`src/rtl/id_fetch_aligner.sv`:
```
// -----------------------------------------------------------------------------
// id_fetch_aligner
//
// ID-side consumer of the word-aligned fetch stream. Breaks 32-bit fetch
// words into halfwords, realigns them into 16-bit (RVC) and 32-bit
// instructions, and presents each instruction with its PC. A static predictor
// runs at issue: JAL, C.J and C.JAL are always taken, and conditional branches
// are taken when their offset is negative. A taken prediction or an EX flush
// redirects fetch and discards the wrong-path words still in flight.
//
// Ports
//   clk, resetn     clock; synchronous active-low reset
//   fetch_word_i    fetch word, [15:0] is the lower-address halfword
//   fetch_valid_i   fetch word valid
//   fetch_ready_o   word accepted this cycle when valid & ready
//   stall_i         downstream stall, output registers hold
//   flush_i         EX mispredict flush, highest priority after reset
//   flush_pc_i      restart PC for the flush
//   instr_o         instruction; RVC zero-extended; 32'h13 when invalid
//   instr_pc_o      PC of instr_o
//   instr_valid_o   instr_o valid
//   is_compress_o   instr_o is a 16-bit instruction
//   taken_o         one-cycle redirect pulse to fetch
//   redirect_pc_o   redirect target, meaningful while taken_o is high
// -----------------------------------------------------------------------------
module id_fetch_aligner #(
  parameter logic [31:0] RESET_PC   = 32'h8000_0000,
  parameter int unsigned DROP_WORDS = 2
) (
  input  logic        clk,
  input  logic        resetn,
  input  logic [31:0] fetch_word_i,
  input  logic        fetch_valid_i,
  output logic        fetch_ready_o,
  input  logic        stall_i,
  input  logic        flush_i,
  input  logic [31:0] flush_pc_i,
  output logic [31:0] instr_o,
  output logic [31:0] instr_pc_o,
  output logic        instr_valid_o,
  output logic        is_compress_o,
  output logic        taken_o,
  output logic [31:0] redirect_pc_o
);

  localparam int unsigned    DCW         = (DROP_WORDS < 2) ? 1 : $clog2(DROP_WORDS + 1);
  localparam logic [DCW-1:0] DROP_RELOAD = DCW'(DROP_WORDS);
  // The word accepted on the redirect edge is already one of the wrong-path
  // words, so it counts toward the drop.
  localparam logic [DCW-1:0] DROP_AFTER  = DCW'((DROP_WORDS == 0) ? 0 : DROP_WORDS - 1);
  localparam logic [31:0]    NOP         = 32'h0000_0013;

  // Halfword buffer, entry 0 is the head (lowest address).
  logic [2:0][15:0] hw_q, hw_d;
  logic [1:0]       cnt_q, cnt_d;
  logic [31:0]      head_pc_q, head_pc_d;
  logic [DCW-1:0]   drop_q, drop_d;
  logic             skip_q, skip_d;

  logic        head_rvc, head_complete, issue, accept, predict, redirect;
  logic [1:0]  consumed, remain;
  logic [31:0] head_instr, imm, target;
  logic [15:0] c_hw;

  assign head_rvc      = (hw_q[0][1:0] != 2'b11);
  assign head_complete = ((cnt_q != 2'd0) && head_rvc) || (cnt_q >= 2'd2);
  assign issue         = ~stall_i & head_complete & ~flush_i;
  assign consumed      = !issue ? 2'd0 : (head_rvc ? 2'd1 : 2'd2);
  assign remain        = cnt_q - consumed;
  // Room for a full word exists once at most one halfword survives this
  // cycle's issue; this is why ready depends combinationally on stall_i.
  assign fetch_ready_o = (remain <= 2'd1) & ~flush_i;
  assign accept        = fetch_valid_i & fetch_ready_o;
  assign head_instr    = head_rvc ? {16'h0000, hw_q[0]} : {hw_q[1], hw_q[0]};
  assign c_hw          = hw_q[0];

  // Static prediction and target of the head instruction.
  // NOTE: always_comb gives every output a default first, so no path through
  // the block leaves a variable unassigned and no latch is inferred.
  always_comb begin
    predict = 1'b0;
    imm     = '0;
    if (head_rvc) begin
      if (c_hw[1:0] == 2'b01 && (c_hw[15:13] == 3'b101 || c_hw[15:13] == 3'b001)) begin
        // C.J / C.JAL
        predict = 1'b1;
        imm     = {{21{c_hw[12]}}, c_hw[8], c_hw[10:9], c_hw[6], c_hw[7],
                   c_hw[2], c_hw[11], c_hw[5:3], 1'b0};
      end else if (c_hw[1:0] == 2'b01 && c_hw[15:14] == 2'b11) begin
        // C.BEQZ / C.BNEZ, backward when the sign bit is set
        predict = c_hw[12];
        imm     = {{24{c_hw[12]}}, c_hw[6:5], c_hw[2], c_hw[11:10], c_hw[4:3], 1'b0};
      end
    end else begin
      case (head_instr[6:0])
        7'b1101111: begin // JAL
          predict = 1'b1;
          imm     = {{12{head_instr[31]}}, head_instr[19:12], head_instr[20],
                     head_instr[30:21], 1'b0};
        end
        7'b1100011: begin // BRANCH, backward when the sign bit is set
          predict = head_instr[31];
          imm     = {{20{head_instr[31]}}, head_instr[7], head_instr[30:25],
                     head_instr[11:8], 1'b0};
        end
        default: ;
      endcase
    end
  end

  assign target   = head_pc_q + imm;
  assign redirect = issue & predict;

  // Buffer, PC and drop bookkeeping: pop what issues, then append what is
  // accepted, then let a flush or redirect override everything.
  // NOTE: combinational next-state logic uses blocking assignments so later
  // statements see the updates of earlier ones; registers use non-blocking.
  always_comb begin
    hw_d      = hw_q;
    cnt_d     = remain;
    head_pc_d = head_pc_q;
    drop_d    = drop_q;
    skip_d    = skip_q;

    case (consumed)
      2'd1: begin
        hw_d[0] = hw_q[1];
        hw_d[1] = hw_q[2];
      end
      2'd2: hw_d[0] = hw_q[2];
      default: ;
    endcase

    if (issue) head_pc_d = head_pc_q + (head_rvc ? 32'd2 : 32'd4);

    if (accept) begin
      if (drop_q != '0) begin
        drop_d = drop_q - DCW'(1);
      end else if (skip_q) begin
        // Restart PC pointed at the upper halfword of this word.
        hw_d[remain] = fetch_word_i[31:16];
        cnt_d        = remain + 2'd1;
        skip_d       = 1'b0;
      end else begin
        hw_d[remain]        = fetch_word_i[15:0];
        hw_d[remain + 2'd1] = fetch_word_i[31:16];
        cnt_d               = remain + 2'd2;
      end
    end

    if (flush_i) begin
      cnt_d     = 2'd0;
      head_pc_d = flush_pc_i;
      skip_d    = flush_pc_i[1];
      drop_d    = DROP_RELOAD;
    end else if (redirect) begin
      cnt_d     = 2'd0;
      head_pc_d = target;
      skip_d    = target[1];
      drop_d    = accept ? DROP_AFTER : DROP_RELOAD;
    end
  end

  always_ff @(posedge clk) begin
    if (!resetn) begin
      cnt_q     <= 2'd0;
      head_pc_q <= RESET_PC;
      drop_q    <= '0;
      skip_q    <= 1'b0;
    end else begin
      cnt_q     <= cnt_d;
      head_pc_q <= head_pc_d;
      drop_q    <= drop_d;
      skip_q    <= skip_d;
    end
  end

  // NOTE: the halfword storage is not reset; cnt_q alone decides which
  // entries are meaningful, so their contents after reset are irrelevant.
  always_ff @(posedge clk) begin
    hw_q <= hw_d;
  end

  // Output registers.
  always_ff @(posedge clk) begin
    if (!resetn) begin
      instr_o       <= NOP;
      instr_pc_o    <= '0;
      instr_valid_o <= 1'b0;
      is_compress_o <= 1'b0;
      taken_o       <= 1'b0;
      redirect_pc_o <= '0;
    end else if (flush_i) begin
      instr_o       <= NOP;
      instr_valid_o <= 1'b0;
      taken_o       <= 1'b1;
      redirect_pc_o <= flush_pc_i;
    end else if (stall_i) begin
      // Hold everything, but never repeat a redirect pulse.
      taken_o <= 1'b0;
    end else if (issue) begin
      instr_o       <= head_instr;
      instr_pc_o    <= head_pc_q;
      instr_valid_o <= 1'b1;
      is_compress_o <= head_rvc;
      taken_o       <= predict;
      if (predict) redirect_pc_o <= target;
    end else begin
      instr_o       <= NOP;
      instr_valid_o <= 1'b0;
      taken_o       <= 1'b0;
    end
  end

endmodule

```
`config.mk`:
```
export PLATFORM = sky130hd
export DESIGN_NAME = id_fetch_aligner
export DESIGN_NICKNAME = d
export VERILOG_FILES = /design/src/rtl/id_fetch_aligner.sv
export SDC_FILE = /design/constraint.sdc
export NUM_CORES = 1
export LEC_CHECK = 0
export CAP_MARGIN = 15
export CORE_ASPECT_RATIO = 1.1
export CORE_MARGIN = 2
export CORE_UTILIZATION = 38
export DETAILED_ROUTE_END_ITERATION = 8
export DONT_BUFFER_PORTS = 1
export PLACE_DENSITY_LB_ADDON = 0.3
export SYNTH_ARGS = -nofsm -noshare
export SYNTH_HDL_FRONTEND = slang
export SYNTH_SLANG_ARGS = --single-unit
```
`constraint.sdc`:
```
create_clock -name clk -period 6.2 [get_ports clk]
set_input_delay 1.86 -clock clk [delete_from_list [all_inputs] [get_ports clk]]
set_output_delay 1.86 -clock clk [all_outputs]
set_load 0.1 [all_outputs]
```
==> summary.txt, run 1 <==
Outcome
  • Status: complete, no violations

STA
  • Slew @ Worst Pin: 1.08 ns
  • Slew Viols, Final: 0
  • Total negative slack: 0 ns
  • RSZ-0062 raised after global routing: no
  • Crit path time final: 5.66 ns
  • Final setup fails: 0
  • Setup Skew: ~0.015 ns
  • Fmax: 177 MHz
  • Tcrit/Tclk final: between 90% and 100%
  • Slew HR: 27.8%
  • Setup slack after layout: 0.538 ns
  • Hold slack: between 0.4 and 0.5 ns
  • Fin. Hold Viols: 0

Die
  • Core box area: 28500 sq um
  • Die Span Y: roughly 180 um
  • Initial core utilization: 38.4%
  • Chip width: roughly 170 um
  • I/O pin count: 169
  • Die area: 30200 sq um
  • Site row count: 65

Power and ir drop
  • P_sw: between 1 and 1.5 mW
  • Logic pwr share: approximately 25%
  • Net Sw Frac: 37.5%
  • Power Density: 311 nW/um^2
  • Cell Int Power: 2.27 mW
  • Clk pwr share: between 30% and 40%
  • Leakage: 4.35 nW
  • Total Power: 3.64 mW
  • Sequential Power Share: 43.5%
  • Worst IR drop on VDD: 195 uV

Placement
  • GPL Wtd Cong: 0.930
  • DPL Wire Length: 25700 um
  • I/O Buffers: 0
  • DP Worst Slack: 0.562 ns

Hold path
  • Hold path depth: 2
  • HP Class: flip-flop to flip-flop
  • Hold path startpoint: head_pc_q[0]$_SDFFE_PN0P_
  • Hold EP: instr_pc_o[0]$_SDFFE_PN0P_

Final layout
  • Ant diodes: 0
  • Share of post-route cells with drive strength above 1: 5.36%
  • Area Growth Syn to Fin: 7.06%
  • Fin nets: roughly 1500
  • Filler cells: 2988

Critical path
  • Crit end category: output pin
  • Required time of the critical path: approximately 4.3 ns
  • Reg2reg end: c_hw[7]$_DFF_P_
  • Critical path class: input pin to output pin
  • R2R cell count: 18
  • Startpoint types: input pin
  • Worst flop-to-flop path startpoint: c_hw[1]$_DFF_P_
  • Reg-to-reg slack, setup: ~1.5 ns
  • Crit-path max FO: 31
  • CP arrival: 3.80 ns

Detailed routing
  • WL final: roughly 36000 um
  • Met2 routed WL: 16100 um
  • Post-DRT Antenna Nets: 0
  • 1st-iter DRT viols: 1101
  • Vias per inst: 5.95
  • Wire length per cell: approximately 21 um
  • DRC viols: 0
  • Initial DRT Pass Iterations: 5
  • Met1 wire length: 16500 um
  • DR top layer: met4
  • DR vias: 10500
  • Met3 Wirelength: approximately 3200 um

Synth
  • Count leader, synth: nand2_1
  • Yosys top cell area share: between 30% and 40%
  • Syn_nets: 1574
  • Post-synth top cells: nand2_1 (221), nor2_1 (171), dfxtp_1 (168)
  • Post-synthesis sequential area ratio: 35.1%
  • Synth Cell Area: 10900 sq um
  • Yosys warns: 0
  • Syn Area/Cell: 7.46 sq um
  • Yosys top cell by area: dfxtp_1
  • Post-synth ARST share: 0%
  • Main synth FF type: dfxtp_1
  • Post-synth cell types: 75
  • Post-synthesis register bit count: ~180
  • Syn Inst Count: 1465
  • Number of synthesized flops with an enable pin: 16
  • Synth top area cells: dfxtp_1 (31%), nand2_1 (7.6%), a21oi_1 (7.3%)

Clock network
  • CTS HTree Levels: 4
  • Resized Gates After CTS: 0
  • Cts bufs inserted: 17
  • Root Buffer: clkbuf_16
  • Clock latency on the worst-skew pair: ~0.45 ns
  • Clk buf depth: 2
  • Clock transition at path regs: roughly 0.07 ns
  • Clk sinks: 184
  • Number of hold buffers added after CTS: 0
  • Post-CTS setup repair buffer count: 0
  • CTS tree: done

Global routing
  • Vias in the first global route: 9666
  • Gr usage total: roughly a quarter
  • Global-route wire length before repair: 57200 um
  • Initial antenna violation count: 0
  • Largest net degree at the start of global routing: 70
  • GRT overflow: 0

Run
  • Max-cap violations: 0
## state kept, by name, summed over array words and instances (netlist names)
name           cells
skip_q             1
c_hw              16
taken_o            1
instr_pc_o        32
hw_q              32
drop_q             2
is_compress_o      1
redirect_pc_o     32
head_pc_q         32
instr_o           32
cnt_q              2
instr_valid_o      1
## power by group through the flow
stage | combinational [mW] | sequential, mW | clock, mW
2_1_floorplan | 0.729 | 1.52 | 0
3_3_place_gp | 0.896 | 1.60 | 0
3_5_place_dp | 0.907 | 1.60 | 0
4_1_cts | 0.912 | 1.58 | 1.14
5_1_grt | 1.04 | 1.59 | 1.19
6_report | 0.924 | 1.58 | 1.13
## worst max-delay path, cell delays in order
cell	delay, ns
inv_1	0.12
o21ai_1	0.15
nor2_4	0.11
nand2_1	0.07
inv_1	0.06
ha_1	0.15
xor2_1	0.24
xnor2_2	0.19
ha_1	0.22
nor2_1	0.07
nor2_4	0.55
## worst max path at each step
stage | start | endpoint | slack (ns) | cells after the start
after floorplan | stall_i | fetch_ready_o | 0.02 | 13
after global placement | stall_i | fetch_ready_o | 0.60 | 11
after detailed placement | stall_i | fetch_ready_o | 0.56 | 11
after CTS | stall_i | fetch_ready_o | 0.55 | 11
after global routing | stall_i | fetch_ready_o | 0.36 | 11
final | stall_i | fetch_ready_o | 0.54 | 11
## layout make-up
cell class / count / area (sq um) / share of cell area [%]
Clock buffer: 21 / 493 / 4.21
Clock inverter: 11 / 106 / 0.908
Inverter: 23 / 86.3 / 0.737
Multi-Input combinational cell: 1139 / 6550 / 55.9
Sequential cell: 184 / 3840 / 32.8
Tap cell: 368 / 460 / 3.93
Timing Repair Buffer: 21 / 170 / 1.45
## stage by stage
step / instance area (sq um) / cells / util [%]
2_1_floorplan: 10900 / 1465 / -
3_3_place_gp: 11100 / 1734 / 39.0
3_5_place_dp: 11100 / 1734 / 39.0
4_1_cts: 11700 / 1766 / 41.1
5_1_grt: 11700 / 1767 / 41.1
6_report: 11700 / 1767 / 41.1
## cells by family after synthesis
logic type | synth area share (%)
AND/OR/NAND/NOR | 21.2
AO/OA/AOI/OAI | 30.1
flip-flops | 35.1
buffers and inverters | 5.17
XOR/XNOR | 3.51
adder cells (fa/ha/maj) | 4.71
multiplexers | 0.183
## placed cells by master, fill, tap and decap left out, drive strengths merged, types with 4 or more instances in the layout
master  netlist  layout
and2          7       7
a22oi        74      74
and4          5       5
o31ai         7       7
o21bai        5       5
edfxtp       16      16
a211oi        9       9
dfxtp       168     168
nor3         16      16
a31oi        42      42
nor2        174     174
o221ai       25      25
ha           38      38
nor2b        10      10
inv          22      26
clkbuf       94      21
nor4          4       4
clkinv        1       5
nand4        14      14
a221o         4       4
o21ai       121     121
xnor2        25      25
a21o         15      15
o211ai        8       8
a22o          4       4
nand2b       27      27
buf          25      21
a21oi       161     161
o21a          9       9
and3         10      10
o22ai        12      12
nand3        25      25
xor2         18      18
a221oi        5       5
nand2       221     221
## layer usage
layer / vias up / global-route usage, %
met1: 4957 / 33.0
met4: 0 / 6.37
met5: - / 0
met3: 34 / 6.12
met2: 414 / 36.5
li1: 5110 / -
No activity file was read; power rests on OpenSTA's default activity.
==> run 2, diff against run 1 <==
--- a/config.mk
+++ b/config.mk
@@ -8,7 +8,7 @@
 export CAP_MARGIN = 15
 export CORE_ASPECT_RATIO = 1.1
 export CORE_MARGIN = 2
-export CORE_UTILIZATION = 38
+export CORE_UTILIZATION = 30
 export DETAILED_ROUTE_END_ITERATION = 8
 export DONT_BUFFER_PORTS = 1
 export PLACE_DENSITY_LB_ADDON = 0.3
==> run 2 against run 1 <==
Final area is 1.2% higher. Die area up 26%. Clock power about the same. Critical path type unchanged. Hold slack got worse by 0.0033 ns. Total power increased by 0.29%. Largest cell class unchanged. Largest power group unchanged. Wire length rose by 7.6%.
==> summary.txt, run 2 (same netlist as run 1, synthesis figures left out) <==
Global routing
  • Largest net degree at the start of global routing: 84 (was 70)
  • Vias in the first global route: 9607 (was 9666)
  • Gr usage total: 20.1% (was 23.7%)
  • Initial antenna violation count: 0 (unchanged)
  • Met3 GRT Util: 5.90% (was 6.12%)
  • GRT overflow: 0 (unchanged)
  • GR met1 Demand/Resource: 26.8% (was 33.0%)
  • GR Layer Usage met2: 31.8% (was 36.5%)
  • Global-route wire length before repair: 58500 um (was 57200 um)
  • Grt peak-use layer: met2 (unchanged)

Hold path
  • Hold path startpoint: head_pc_q[0]$_SDFFE_PN0P_ (unchanged)
  • HP Class: flip-flop to flip-flop (unchanged)
  • Hold EP: instr_pc_o[0]$_SDFFE_PN0P_ (unchanged)
  • Hold path depth: 2 (unchanged)

Die
  • Die area: 38000 sq um (was 30200 sq um)
  • Die Span Y: 204 um (was 182 um)
  • Site row count: 73 (was 65)
  • Core box area: 36100 sq um (was 28500 sq um)
  • Chip width: 186 um (was 166 um)
  • I/O pin count: 169 (unchanged)
  • Initial core utilization: 30.3% (was 38.4%)

Detailed routing
  • Wire length per cell: 20.7 um (was 20.6 um)
  • DR vias: 10600 (was 10500)
  • WL final: 39100 um (was 36400 um)
  • Vias per inst: 5.61 (was 5.95)
  • Post-DRT Antenna Nets: 0 (unchanged)
  • 1st-iter DRT viols: 1113 (was 1101)
  • DRC viols: 0 (unchanged)
  • Initial DRT Pass Iterations: 5 (unchanged)

Power and ir drop
  • Sequential Power Share: 43.5% (about the same)
  • Cell Int Power: 2.27 mW (about the same)
  • Total Power: 3.65 mW (was 3.64 mW)
  • Logic pwr share: 25.8% (was 25.4%)
  • Clk pwr share: 30.8% (was 31.1%)
  • Worst IR drop on VDD: 193 uV (was 195 uV)
  • Net Sw Frac: 37.8% (was 37.5%)
  • Power Density: 308 nW/um^2 (was 311 nW/um^2)
  • P_sw: 1.38 mW (was 1.36 mW)
  • Leakage: 4.35 nW (about the same)

Clock network
  • CTS tree: done (unchanged)
  • CTS HTree Levels: 4 (unchanged)
  • Post-CTS setup repair buffer count: 0 (unchanged)
  • Cts bufs inserted: 17 (unchanged)
  • Clk buf depth: 2 (unchanged)
  • Number of hold buffers added after CTS: 0 (unchanged)
  • Clk sinks: 184 (unchanged)
  • Clock transition at path regs: 0.07 ns (about the same)
  • Resized Gates After CTS: 0 (unchanged)
  • Clock latency on the worst-skew pair: 0.44 ns (was 0.45 ns)
  • Root Buffer: clkbuf_16 (unchanged)

Critical path
  • Critical path class: input pin to output pin (unchanged)
  • Crit end category: output pin (unchanged)
  • CP Cell Sequence: inv_1, o21ai_1, nor2_4, nand2_1, inv_1, ha_1, xor2_1, xnor2_2, ha_1, nor2_1, nor2_4 (unchanged)
  • R2R cell count: 15 (was 18)
  • Worst flop-to-flop path startpoint: c_hw[0]$_DFF_P_ (was c_hw[1]$_DFF_P_)
  • Crit-path max FO: 31 (unchanged)
  • Required time of the critical path: 4.34 ns (about the same)
  • Startpoint types: input pin (unchanged)
  • Delay of the slowest critical-path stage: 0.58 ns (was 0.55 ns)
  • Slowest cell on the critical path: nor2_4 (unchanged)
  • CP arrival: 3.84 ns (was 3.80 ns)
  • Reg2reg end: head_pc_q[30]$_SDFFE_PN0N_ (was c_hw[7]$_DFF_P_)
  • Reg-to-reg slack, setup: 1.85 ns (was 1.45 ns)

Run
  • Max-cap violations: 0 (unchanged)

STA
  • Tcrit/Tclk final: 91.9% (was 91.3%)
  • Fmax: 175 MHz (was 177 MHz)
  • Slew HR: 25.2% (was 27.8%)
  • Crit path time final: 5.70 ns (was 5.66 ns)
  • Fin. Hold Viols: 0 (unchanged)
  • Setup Skew: 0.0124 ns (was 0.0153 ns)
  • Final setup fails: 0 (unchanged)
  • Slew @ Worst Pin: 1.12 ns (was 1.08 ns)
  • Slew Viols, Final: 0 (unchanged)
  • Total negative slack: 0 ns (unchanged)
  • RSZ-0062 raised after global routing: no (unchanged)

Final layout
  • Final Cell Area: 11900 sq um (was 11700 sq um)
  • Most frequent cells in the layout: nand2_1 (220), nor2_1 (170), dfxtp_1 (167) (unchanged)
  • Share of post-route cells with drive strength above 1: 5.42% (was 5.36%)
  • Area Growth Syn to Fin: 8.36% (was 7.06%)
  • Fin nets: 1497 (was 1495)
  • Most common cell after layout, fill and taps aside: nand2_1 (unchanged)
  • Ant diodes: 0 (unchanged)

Placement
  • DPL Wire Length: 27300 um (was 25700 um)
  • I/O Buffers: 0 (unchanged)
  • Dpl cell area: 11300 sq um (was 11100 sq um)
  • GPL Wtd Cong: 0.864 (was 0.930)

Outcome
  • Status: complete, no violations (unchanged)
run 2: cell count changes in the layout (fill, tap and decap cells not counted):
cell / delta
inv_8: +1
buf_4: +3
buf_12: -1
clkinv_2: -1
clkbuf_16: -1
clkbuf_1: +1
clkbuf_8: +1
clkinvlp_4: -1
run 2: worst max path at each step:
| stage | endpoint | from | slack (ns) | depth (start not counted) |
|---|---|---|---|---|
| after global placement | fetch_ready_o | stall_i | 0.57 | 11 |
| after floorplan | fetch_ready_o | stall_i | 0.02 | 13 |
| after detailed placement | fetch_ready_o | stall_i | 0.53 | 11 |
| after CTS | fetch_ready_o | stall_i | 0.52 | 11 |
| after global routing | fetch_ready_o | stall_i | 0.36 | 11 |
| final | fetch_ready_o | stall_i | 0.50 | 11 |
run 2: power by group through the flow:
stage	Combinational (mW)	Clock (mW)	Sequential, mW
after floorplan	0.729	0	1.52
after global placement	0.905	0	1.61
after detailed placement	0.922	0	1.61
after CTS	0.927	1.14	1.58
final	0.939	1.12	1.58
after global routing	1.04	1.19	1.60
run 2: critical path: cells and delay by family:
| kind | cells | cell delay (ns) |
|---|---|---|
| AND/OR/NAND/NOR | 4 | 0.84 |
| XOR/XNOR | 2 | 0.43 |
| adder cells (fa/ha/maj) | 2 | 0.38 |
| buffers and inverters | 2 | 0.18 |
| AO/OA/AOI/OAI | 1 | 0.14 |
run 2: cell type report:
| type | count | area [sq um] |
|---|---|---|
| fillers | 3855 | 24200 |
| multi-input cells | 1139 | 6550 |
| flip-flops and latches | 184 | 3840 |
| well taps | 487 | 609 |
| clock buffers | 22 | 485 |
| repair buffers | 23 | 173 |
| clock inverters | 10 | 105 |
| inverters | 23 | 86.3 |
run 2: metal layers:
metal  routed length (um)  vias to the layer above  share of wire (%)
met4                  463                        0                1.2
met5                    0                        -                  0
met2                18000                      420                 46
met3                 3780                       29                9.7
li1                     -                     5124                  -
met1                16900                     5018                 43
run 2: metrics by stage:
step	setup slack, ns	std cells	utilization [%]	hold WS (ns)
2_1_floorplan	0.0246	1465	-	0.431
6_report	0.500	1888	32.8	0.470
3_3_place_gp	0.568	1856	31.2	0.452
5_1_grt	0.364	1888	32.8	0.504
4_1_cts	0.520	1888	32.8	0.473
3_5_place_dp	0.533	1856	31.2	0.463
